File: src/rtl/wb_uart_slave.sv
// Wishbone classic UART slave: TX FIFO feeding a serialiser, 2-flop synchronised
// deserialiser into a one-byte holding register, single-cycle registered terminations.
module wb_uart_slave #(
  parameter int          FIFO_DEPTH = 8,
  parameter logic [15:0] DIV_RESET  = 16'd433
) (
  input  logic        clk_i,
  input  logic        rst_i,
  input  logic        cyc_i,
  input  logic        stb_i,
  input  logic [31:0] adr_i,
  input  logic        we_i,
  input  logic [3:0]  sel_i,
  input  logic [31:0] dat_i,
  output logic [31:0] dat_o,
  output logic        ack_o,
  output logic        err_o,
  output logic        uart_tx_o,
  input  logic        uart_rx_i,
  output logic        irq_o
);
  localparam int AW = $clog2(FIFO_DEPTH);

  typedef enum logic [1:0] {S_IDLE, S_START, S_DATA, S_STOP} uart_state_e;

  // Handshake: a request is cyc_i&stb_i while no termination is showing. It is answered
  // next cycle by exactly one of ack_o/err_o for one cycle, so a held strobe terminates
  // every other cycle. Register side effects commit on the request edge.
  logic        req, wr_bad, tx_wr, rx_rd, st_rd, ctrl_wr;
  logic [1:0]  reg_sel;
  logic [31:0] rd_data;

  logic [15:0] div;
  logic        ie_rx, ie_tx;
  logic        rx_valid, overrun, frame_err, tx_overflow;
  logic [7:0]  rx_byte;

  logic [7:0]  fifo_mem [FIFO_DEPTH];
  logic [AW:0] wr_ptr, rd_ptr;
  logic        fifo_empty, fifo_full, push;
  logic [7:0]  fifo_head;

  uart_state_e tx_state, tx_state_n;
  logic [15:0] tx_cnt, tx_cnt_n, tx_div, tx_div_n;
  logic [2:0]  tx_idx, tx_idx_n;
  logic [7:0]  tx_shift, tx_shift_n;
  logic        tx_pop, tx_busy;

  uart_state_e rx_state, rx_state_n;
  logic [15:0] rx_cnt, rx_cnt_n, rx_div, rx_div_n;
  logic [2:0]  rx_idx, rx_idx_n;
  logic [7:0]  rx_shift, rx_shift_n;
  logic        rx_s1, rx_s2, rx_store, rx_ferr;

  logic unused_bits;
  assign unused_bits = ^{adr_i[31:4], adr_i[1:0], sel_i[3], dat_i[31:18]};

  assign reg_sel = adr_i[3:2];
  assign req     = cyc_i & stb_i & ~ack_o & ~err_o;
  assign wr_bad  = we_i & ((reg_sel == 2'd1) | (reg_sel == 2'd2));
  assign tx_wr   = req & we_i & (reg_sel == 2'd0) & sel_i[0];
  assign rx_rd   = req & ~we_i & (reg_sel == 2'd1);
  assign st_rd   = req & ~we_i & (reg_sel == 2'd2);
  assign ctrl_wr = req & we_i & (reg_sel == 2'd3);

  assign fifo_empty = (wr_ptr == rd_ptr);
  assign fifo_full  = (wr_ptr[AW] != rd_ptr[AW]) && (wr_ptr[AW-1:0] == rd_ptr[AW-1:0]);
  assign push       = tx_wr & ~fifo_full;
  assign fifo_head  = fifo_mem[rd_ptr[AW-1:0]];
  assign tx_busy    = (tx_state != S_IDLE);

  always_comb begin
    rd_data = '0;
    case (reg_sel)
      2'd1:    rd_data = {23'b0, rx_valid, rx_byte};
      2'd2:    rd_data = {25'b0, tx_overflow, frame_err, overrun, rx_valid, tx_busy,
                          fifo_empty, fifo_full};
      2'd3:    rd_data = {14'b0, ie_tx, ie_rx, div};
      default: rd_data = '0;
    endcase
  end

  always_ff @(posedge clk_i) begin
    if (push) fifo_mem[wr_ptr[AW-1:0]] <= dat_i[7:0];
  end

  always_ff @(posedge clk_i) begin
    if (rst_i) begin
      ack_o <= 1'b0; err_o <= 1'b0; dat_o <= '0; irq_o <= 1'b0;
      wr_ptr <= '0; rd_ptr <= '0;
      div <= DIV_RESET; ie_rx <= 1'b0; ie_tx <= 1'b0;
      rx_valid <= 1'b0; rx_byte <= '0; overrun <= 1'b0; frame_err <= 1'b0; tx_overflow <= 1'b0;
    end else begin
      ack_o <= req & ~wr_bad;
      err_o <= req & wr_bad;
      dat_o <= (req & ~we_i) ? rd_data : '0;
      irq_o <= (ie_rx & rx_valid) | (ie_tx & fifo_empty & ~tx_busy);
      if (push)   wr_ptr <= wr_ptr + 1'b1;
      if (tx_pop) rd_ptr <= rd_ptr + 1'b1;
      if (ctrl_wr) begin
        if (sel_i[0]) div[7:0]  <= dat_i[7:0];
        if (sel_i[1]) div[15:8] <= dat_i[15:8];
        if (sel_i[2]) begin ie_rx <= dat_i[16]; ie_tx <= dat_i[17]; end
      end
      // A store in the same cycle as an RXDATA read keeps the new byte valid.
      if (rx_store) begin
        rx_byte <= rx_shift; rx_valid <= 1'b1;
      end else if (rx_rd) rx_valid <= 1'b0;
      if (rx_store & rx_valid)    overrun <= 1'b1;
      else if (st_rd)             overrun <= 1'b0;
      if (rx_store & rx_ferr)     frame_err <= 1'b1;
      else if (st_rd)             frame_err <= 1'b0;
      if (tx_wr & fifo_full)      tx_overflow <= 1'b1;
      else if (st_rd)             tx_overflow <= 1'b0;
    end
  end

  always_ff @(posedge clk_i) begin
    if (rst_i) begin
      tx_state <= S_IDLE; tx_cnt <= '0; tx_idx <= '0; tx_shift <= '0; tx_div <= DIV_RESET;
    end else begin
      tx_state <= tx_state_n; tx_cnt <= tx_cnt_n; tx_idx <= tx_idx_n;
      tx_shift <= tx_shift_n; tx_div <= tx_div_n;
    end
  end

  // DIV is captured at each frame start so a mid-frame write cannot stretch a bit.
  always_comb begin
    tx_state_n = tx_state; tx_cnt_n = tx_cnt; tx_idx_n = tx_idx;
    tx_shift_n = tx_shift; tx_div_n = tx_div; tx_pop = 1'b0;
    case (tx_state)
      S_IDLE: if (!fifo_empty) begin
        tx_pop = 1'b1; tx_shift_n = fifo_head; tx_div_n = div; tx_cnt_n = '0; tx_state_n = S_START;
      end
      S_START: if (tx_cnt == tx_div) begin
        tx_cnt_n = '0; tx_idx_n = '0; tx_state_n = S_DATA;
      end else tx_cnt_n = tx_cnt + 16'd1;
      S_DATA: if (tx_cnt == tx_div) begin
        tx_cnt_n = '0; tx_shift_n = {1'b0, tx_shift[7:1]}; tx_idx_n = tx_idx + 3'd1;
        if (tx_idx == 3'd7) tx_state_n = S_STOP;
      end else tx_cnt_n = tx_cnt + 16'd1;
      S_STOP: if (tx_cnt == tx_div) begin
        tx_cnt_n = '0;
        if (!fifo_empty) begin
          tx_pop = 1'b1; tx_shift_n = fifo_head; tx_div_n = div; tx_state_n = S_START;
        end else tx_state_n = S_IDLE;
      end else tx_cnt_n = tx_cnt + 16'd1;
      default: tx_state_n = S_IDLE;
    endcase
  end

  assign uart_tx_o = (tx_state == S_START) ? 1'b0 :
                     (tx_state == S_DATA)  ? tx_shift[0] : 1'b1;

  always_ff @(posedge clk_i) begin
    if (rst_i) begin
      rx_s1 <= 1'b1; rx_s2 <= 1'b1;
      rx_state <= S_IDLE; rx_cnt <= '0; rx_idx <= '0; rx_shift <= '0; rx_div <= DIV_RESET;
    end else begin
      rx_s1 <= uart_rx_i; rx_s2 <= rx_s1;
      rx_state <= rx_state_n; rx_cnt <= rx_cnt_n; rx_idx <= rx_idx_n;
      rx_shift <= rx_shift_n; rx_div <= rx_div_n;
    end
  end

  always_comb begin
    rx_state_n = rx_state; rx_cnt_n = rx_cnt; rx_idx_n = rx_idx;
    rx_shift_n = rx_shift; rx_div_n = rx_div; rx_store = 1'b0; rx_ferr = 1'b0;
    case (rx_state)
      S_IDLE: if (!rx_s2) begin
        rx_cnt_n = '0; rx_div_n = div; rx_state_n = S_START;
      end
      S_START: if (rx_cnt == (rx_div >> 1)) begin
        rx_cnt_n = '0; rx_idx_n = '0;
        rx_state_n = rx_s2 ? S_IDLE : S_DATA;
      end else rx_cnt_n = rx_cnt + 16'd1;
      S_DATA: if (rx_cnt == rx_div) begin
        rx_cnt_n = '0; rx_shift_n = {rx_s2, rx_shift[7:1]}; rx_idx_n = rx_idx + 3'd1;
        if (rx_idx == 3'd7) rx_state_n = S_STOP;
      end else rx_cnt_n = rx_cnt + 16'd1;
      S_STOP: if (rx_cnt == rx_div) begin
        rx_store = 1'b1; rx_ferr = ~rx_s2; rx_cnt_n = '0; rx_state_n = S_IDLE;
      end else rx_cnt_n = rx_cnt + 16'd1;
      default: rx_state_n = S_IDLE;
    endcase
  end
endmodule

File: config.mk
export PLATFORM = sky130hd
export DESIGN_NAME = wb_uart_slave
export DESIGN_NICKNAME = d
export VERILOG_FILES = /design/src/rtl/wb_uart_slave.sv
export SDC_FILE = /design/constraint.sdc
export NUM_CORES = 1
export LEC_CHECK = 0
export CAP_MARGIN = 15
export CORE_UTILIZATION = 55
export DETAILED_ROUTE_END_ITERATION = 7
export PLACE_DENSITY = 0.78
export SYNTH_ARGS = -nofsm -noshare
export SYNTH_HDL_FRONTEND = slang
export SYNTH_SLANG_ARGS = --single-unit
File: constraint.sdc
create_clock -name clk_i -period 2.64 [get_ports clk_i]
set_clock_uncertainty 0.05 [all_clocks]
set_input_delay 0.528 -clock clk_i [delete_from_list [all_inputs] [get_ports clk_i]]
set_output_delay 0.528 -clock clk_i [all_outputs]
set_load 0.01 [all_outputs]
# ---- Word-level counts from Yosys, hierarchy flattened
# Memories as Yosys holds them, arrays and structs flattened. A register that Yosys moved wholly into a read port is not among the register bits.
# Index checks and enable logic that the tools add are counted.
dict set report totals {
  register_bits 165
  ramBits 64
  in_bits 74
  out_inout_bits 36
  wordCells 172
  memories 1
}
# memory words word_bits read_ports rd_clocked_by_memory_dff write_ports line_no
set memory_table {}
lappend memory_table {fifo_mem 8 8 1 1 1 38} ;# logic [7:0] fifo_mem [FIFO_DEPTH];
dict set report classes {
  n_addsub 6
  n_eq_ne 27
  muxes 54
  bitwise_logic 30
  n_reduce_logical 27
}
# op count
set ops {}
lappend ops {{two-way mux 16 bit} 7}
lappend ops {{case mux 16 bit (2 select lines)} 2}
lappend ops {{case mux 18 bit (3 select lines)} 1}
lappend ops {{case mux 16 bit (3 select lines)} 1}
lappend ops {{adder 16 x 1 -> 16 bit (second input constant)} 2}
lappend ops {{== test 16 bit} 2}
lappend ops {{two-way mux 8 bit} 3}
lappend ops {{case mux 8 bit (3 select lines)} 1}
lappend ops {{two-way mux 2 bit} 11}
lappend ops {{bitwise AND 1 bit} 20}
lappend ops {{!= test 2 bit (second input constant)} 10}
lappend ops {{two-way mux 3 bit} 6}
lappend ops {{two-way mux 1 bit} 17}
lappend ops {{== test 16 x 15 -> 1 bit} 1}
lappend ops {{case mux 2 bit (4 select lines)} 2}
lappend ops {{nonzero test 2 bit} 8}
lappend ops {{== test 2 bit (second input constant)} 6}
lappend ops {{case mux 3 bit (2 select lines)} 2}
lappend ops {{AND reduction 2 bit} 6}
lappend ops {{AND reduction 5 bit} 2}
lappend ops {{AND reduction 3 bit} 3}
lappend ops {{adder 4 x 1 -> 4 bit (second input constant)} 2}
lappend ops {{inverter 1 bit} 8}
lappend ops {{adder 3 x 1 -> 3 bit (second input constant)} 2}
lappend ops {{other kinds (12)} 19}

# ---- Longest topological paths before layout
dict set report logic_depth {
  ltp_word 9
  depth_mapped 9
  mapped_depth_nobuf 7
}

# ---- Least setup slack after synthesis
# No wires, ideal clock.
dict set report synth_path {
  path_type {input-to-reg}
  start {input port cyc_i}
  end {memory fifo_mem[0][0] (enable)}
  setup_time_ns 0.383
  arrival_time_ns 1.917
  required_ns 2.207
  setup_slack_ns 0.290
  stages 4
  path_buffers 0
  cell_sequence {and4bb_2 nand4_1 or3_1 nor3_1}
}
dict set report synth_between {
  elab_chain_cells 9
}
# element line_no
set synth_lines {}
lappend synth_lines {{start, declared} 9} ;# input logic cyc_i,
lappend synth_lines {{bitwise AND 1 bit (3 in series)} 59} ;# assign req = cyc_i & stb_i & ~ack_o & ~err_o;
lappend synth_lines {{bitwise AND 1 bit (3 in series)} 61} ;# assign tx_wr = req & we_i & (reg_sel == 2'd0) & sel_i[0];
lappend synth_lines {{bitwise AND 1 bit} 68} ;# assign push = tx_wr & ~fifo_full;
lappend synth_lines {{two-way mux 1 bit} 84} ;# if (push) fifo_mem[wr_ptr[AW-1:0]] <= dat_i[7:0];
lappend synth_lines {{two-way mux 1 bit (not written as such)} 84}
lappend synth_lines {{end, declared} 38}
# No other way between the ends.

# ---- Worst setup path after layout
dict set report layout_path {
  start {register tx_state[0]}
  end {output port uart_tx_o}
}
dict set report layout_between {
  elab_chain_cells 3
  word_cells_on_any_way 4
  cone_classes {2 x eq/ne; 2 x mux}
}
# element line_no
set layout_lines {}
lappend layout_lines {{start, declared} 43} ;# uart_state_e tx_state, tx_state_n;
lappend layout_lines {{start signal, assigned} 122} ;# tx_state <= tx_state_n; tx_cnt <= tx_cnt_n; tx_idx <= tx_idx_n;
lappend layout_lines {{== test 2 bit} 153} ;# (tx_state == S_DATA) ? tx_shift[0] : 1'b1;
lappend layout_lines {{two-way mux 1 bit} 153}
lappend layout_lines {{two-way mux 1 bit *} 152} ;# assign uart_tx_o = (tx_state == S_START) ? 1'b0 :
lappend layout_lines {{end, declared} 18} ;# output logic uart_tx_o,
# Every way passes the cells marked *; elsewhere a longest branch is shown, timed or not.

==> flow_metrics.tcl <==
set metrics [dict create \
    status "finished, final reports clean" \
    required_ps 2060 \
    vias_per_cell 5.66 \
    num_rows 47 \
    min_path_type "primary input to flip-flop" \
    place_hpwl_um 14000 \
    post-cts-setup-buffers 0 \
    cts_tree "yes" \
    r2r_start "rx_cnt[7]$_SDFFE_PP0P_" \
    nNetsFinal 1055 \
    fin_util_pct 66.0 \
    antenna_found_initial 0 \
    endpoint_kind "primary output" \
    path_class "flip-flop to primary output" \
    yosysWarningCount 0 \
    gr-usage-met1_pct 32.1 \
    drtIter0Drc 566 \
    netlist_area_um2 9600 \
    die_w_um 134 \
    top_usage_layer "met2" \
    syn2layout_area_growth_pct 15.5 \
    io_buffers 50 \
    worst_slew_pin_slew_ps 773 \
    grt_max_degree 75 \
    min_path_cells 2 \
    fillers 1294 \
    worst_setup_path_start_kind "flip-flop" \
    critical_path_arrival_ps 1960 \
    ys_seq_area_share_pct 52.1 \
    route.final.wire_length_um 20700 \
    wl_per_cell_um 17.3 \
    syn_inst 910 \
    clock_latency_ps 510 \
    start_util_pct 57.1 \
    overflow 0 \
    power_density_nw_per_um2 706 \
    timing.final.crit_period_ps 2540 \
    synth-edff-count 64 \
    reg2reg_slack_ps 350 \
    worst-path-max-fanout 5 \
    vdd_ir_drop_max_mv 0.646 \
    cts_buffers 23 \
    cts-root-buf "clkbuf_16" \
    io_pins 110 \
    first_global_vias 6595 \
    r2r_cells 7 \
    grt.total_usage_pct 23.7 \
    r2r-end "rx_cnt[13]$_SDFFE_PP0P_" \
    globalplace.congestion 0.812 \
    htreeDepth 1 \
    hold_viol_final 0 \
    relSlewSlack_pct 48.3 \
    rsz0062_at_grt "false" \
    layout-drive-gt1-share_pct 10.6 \
    ys_types 61 \
    use_met2_pct 39.1 \
    multi_input_area_um2 4200 \
    vias 6772 \
    drc 0 \
    slew_viol_final 0 \
    min_period_over_period_pct 96.2 \
    die_y_um 134 \
    cap_violations 0 \
    async_flop_share_pct 0 \
    antenna_cells 0 \
    syn_avg_cell_area_um2 10.6 \
    mostFrequentLayoutCells "dfxtp_1 (153), nand2_1 (98), nor2_1 (91)" \
    register_area_um2 5010 \
    clkTransAtPathRegs_ps 60 \
    core_area_um2 16800 \
    clock_path_buffers 3 \
    use_met3_pct 3.55 \
    grt_pass1_wl_um 33600 \
    final_common_cell "dfxtp_1" \
    synthFlopType "dfxtp_1" \
    cts.sink_count 218 \
    setup_viol_count_final 0 \
    p_leak_nw 4.08 \
    fin_hold_ws_ps 369 \
    ys_ff_latch 218 \
    max_freq_mhz 394 \
    worstHoldStart "rst_i" \
    worstHoldEndpoint "rx_cnt[14]$_SDFFE_PP0P_" \
    die-area_um2 18000 \
    antenna_left 0 \
    dr.pass1.iters 5 \
]
## logic make-up after synthesis
logic type / count (synthesis) / share of synthesized area (%)
fa+ha+maj: 19 / 2.48
mux: 60 / 8.35
other cells: 1 / 0.0390
xor+xnor: 69 / 6.45
simple gates: 331 / 17.0
compound gates: 126 / 8.79
flops: 218 / 52.1
buf+inv: 86 / 4.78
## area by class of cell
class,instances,share of cell area [%]
flip-flops and latches,218,45.1
inverters,17,0.575
well taps,220,2.48
clock inverters,16,1.73
clock buffers,24,5.22
multi-input cells,619,37.9
repair buffers,83,7.02
## metrics by stage
stage | std cells | setup TNS [ps] | cell area (µm²) | total power [mW] | setup WS (ps)
after floorplan | 923 | 0 | 9650 | 4.33 | 290
after CTS | 1196 | 0 | 11100 | 7.88 | 34.2
final | 1197 | 0 | 11100 | 7.83 | 101
after global placement | 1156 | 0 | 10300 | 4.58 | 10.6
after detailed placement | 1156 | -5.14 | 10300 | 4.60 | -0.867
after global routing | 1197 | 0 | 11100 | 8.13 | 32.0
## cells in the mapped netlist, drive strengths merged, types with 19 or more instances
cell,n,area (µm²)
xnor2,48,435
nor2,91,342
o21ai,20,100
dfxtp,154,3080
buf,37,270
nand3,24,120
mux2i,43,430
a21oi,49,245
edfxtp,64,1920
xor2,21,184
clkbuf,31,116
nand2,98,368
ha,19,238
## worst max-delay path, stage by stage (launching register included)
cell and delay [ps]:
dfxtp_1 380, inv_1 120, ha_1 230, a21oi_1 170, clkdlybuf4s50_1 560
## registers in the layout, summed over array words and instances, names as in the netlist, 16 cells and up, named ones only
register  flops
div          16
rx_div       16
dat_o        18
tx_cnt       16
fifo_mem     64
tx_div       16
rx_cnt       16
## how the worst max path moves through the flow
stage,slack [ps],start,endpoint
final,100,tx_state[0]$_SDFFE_PP0P_,uart_tx_o
after global routing,30,tx_state[0]$_SDFFE_PP0P_,uart_tx_o
after CTS,30,tx_state[1]$_SDFFE_PP0P_,uart_tx_o
after detailed placement,-0.9,cyc_i,fifo_mem[0][5]$_DFFE_PP_
after global placement,10,cyc_i,fifo_mem[0][5]$_DFFE_PP_
after floorplan,290,cyc_i,fifo_mem[0][0]$_DFFE_PP_
## where the power goes
part           internal [mW]  total (mW)  switching, mW
clock                   1.99        3.29           1.30
combinational          0.404       0.944          0.540
sequential              3.52        3.60         0.0797
total                   5.91        7.83           1.92
## timing repair
| action | CTS | global route |
|---|---|---|
| hold endpoints to repair | 0 | 0 |
| setup endpoints to repair | 0 | 1 |
| resized for setup | 0 | 1 |
| hold buffers | 0 | 0 |
## layer usage
layer | wire length [µm] | part of all wire, %
met3 | 1070 | 5.2
met2 | 9970 | 48
met5 | 0 | 0
met1 | 9110 | 44
met4 | 533 | 2.6
No activity file was read; power rests on OpenSTA's default activity.
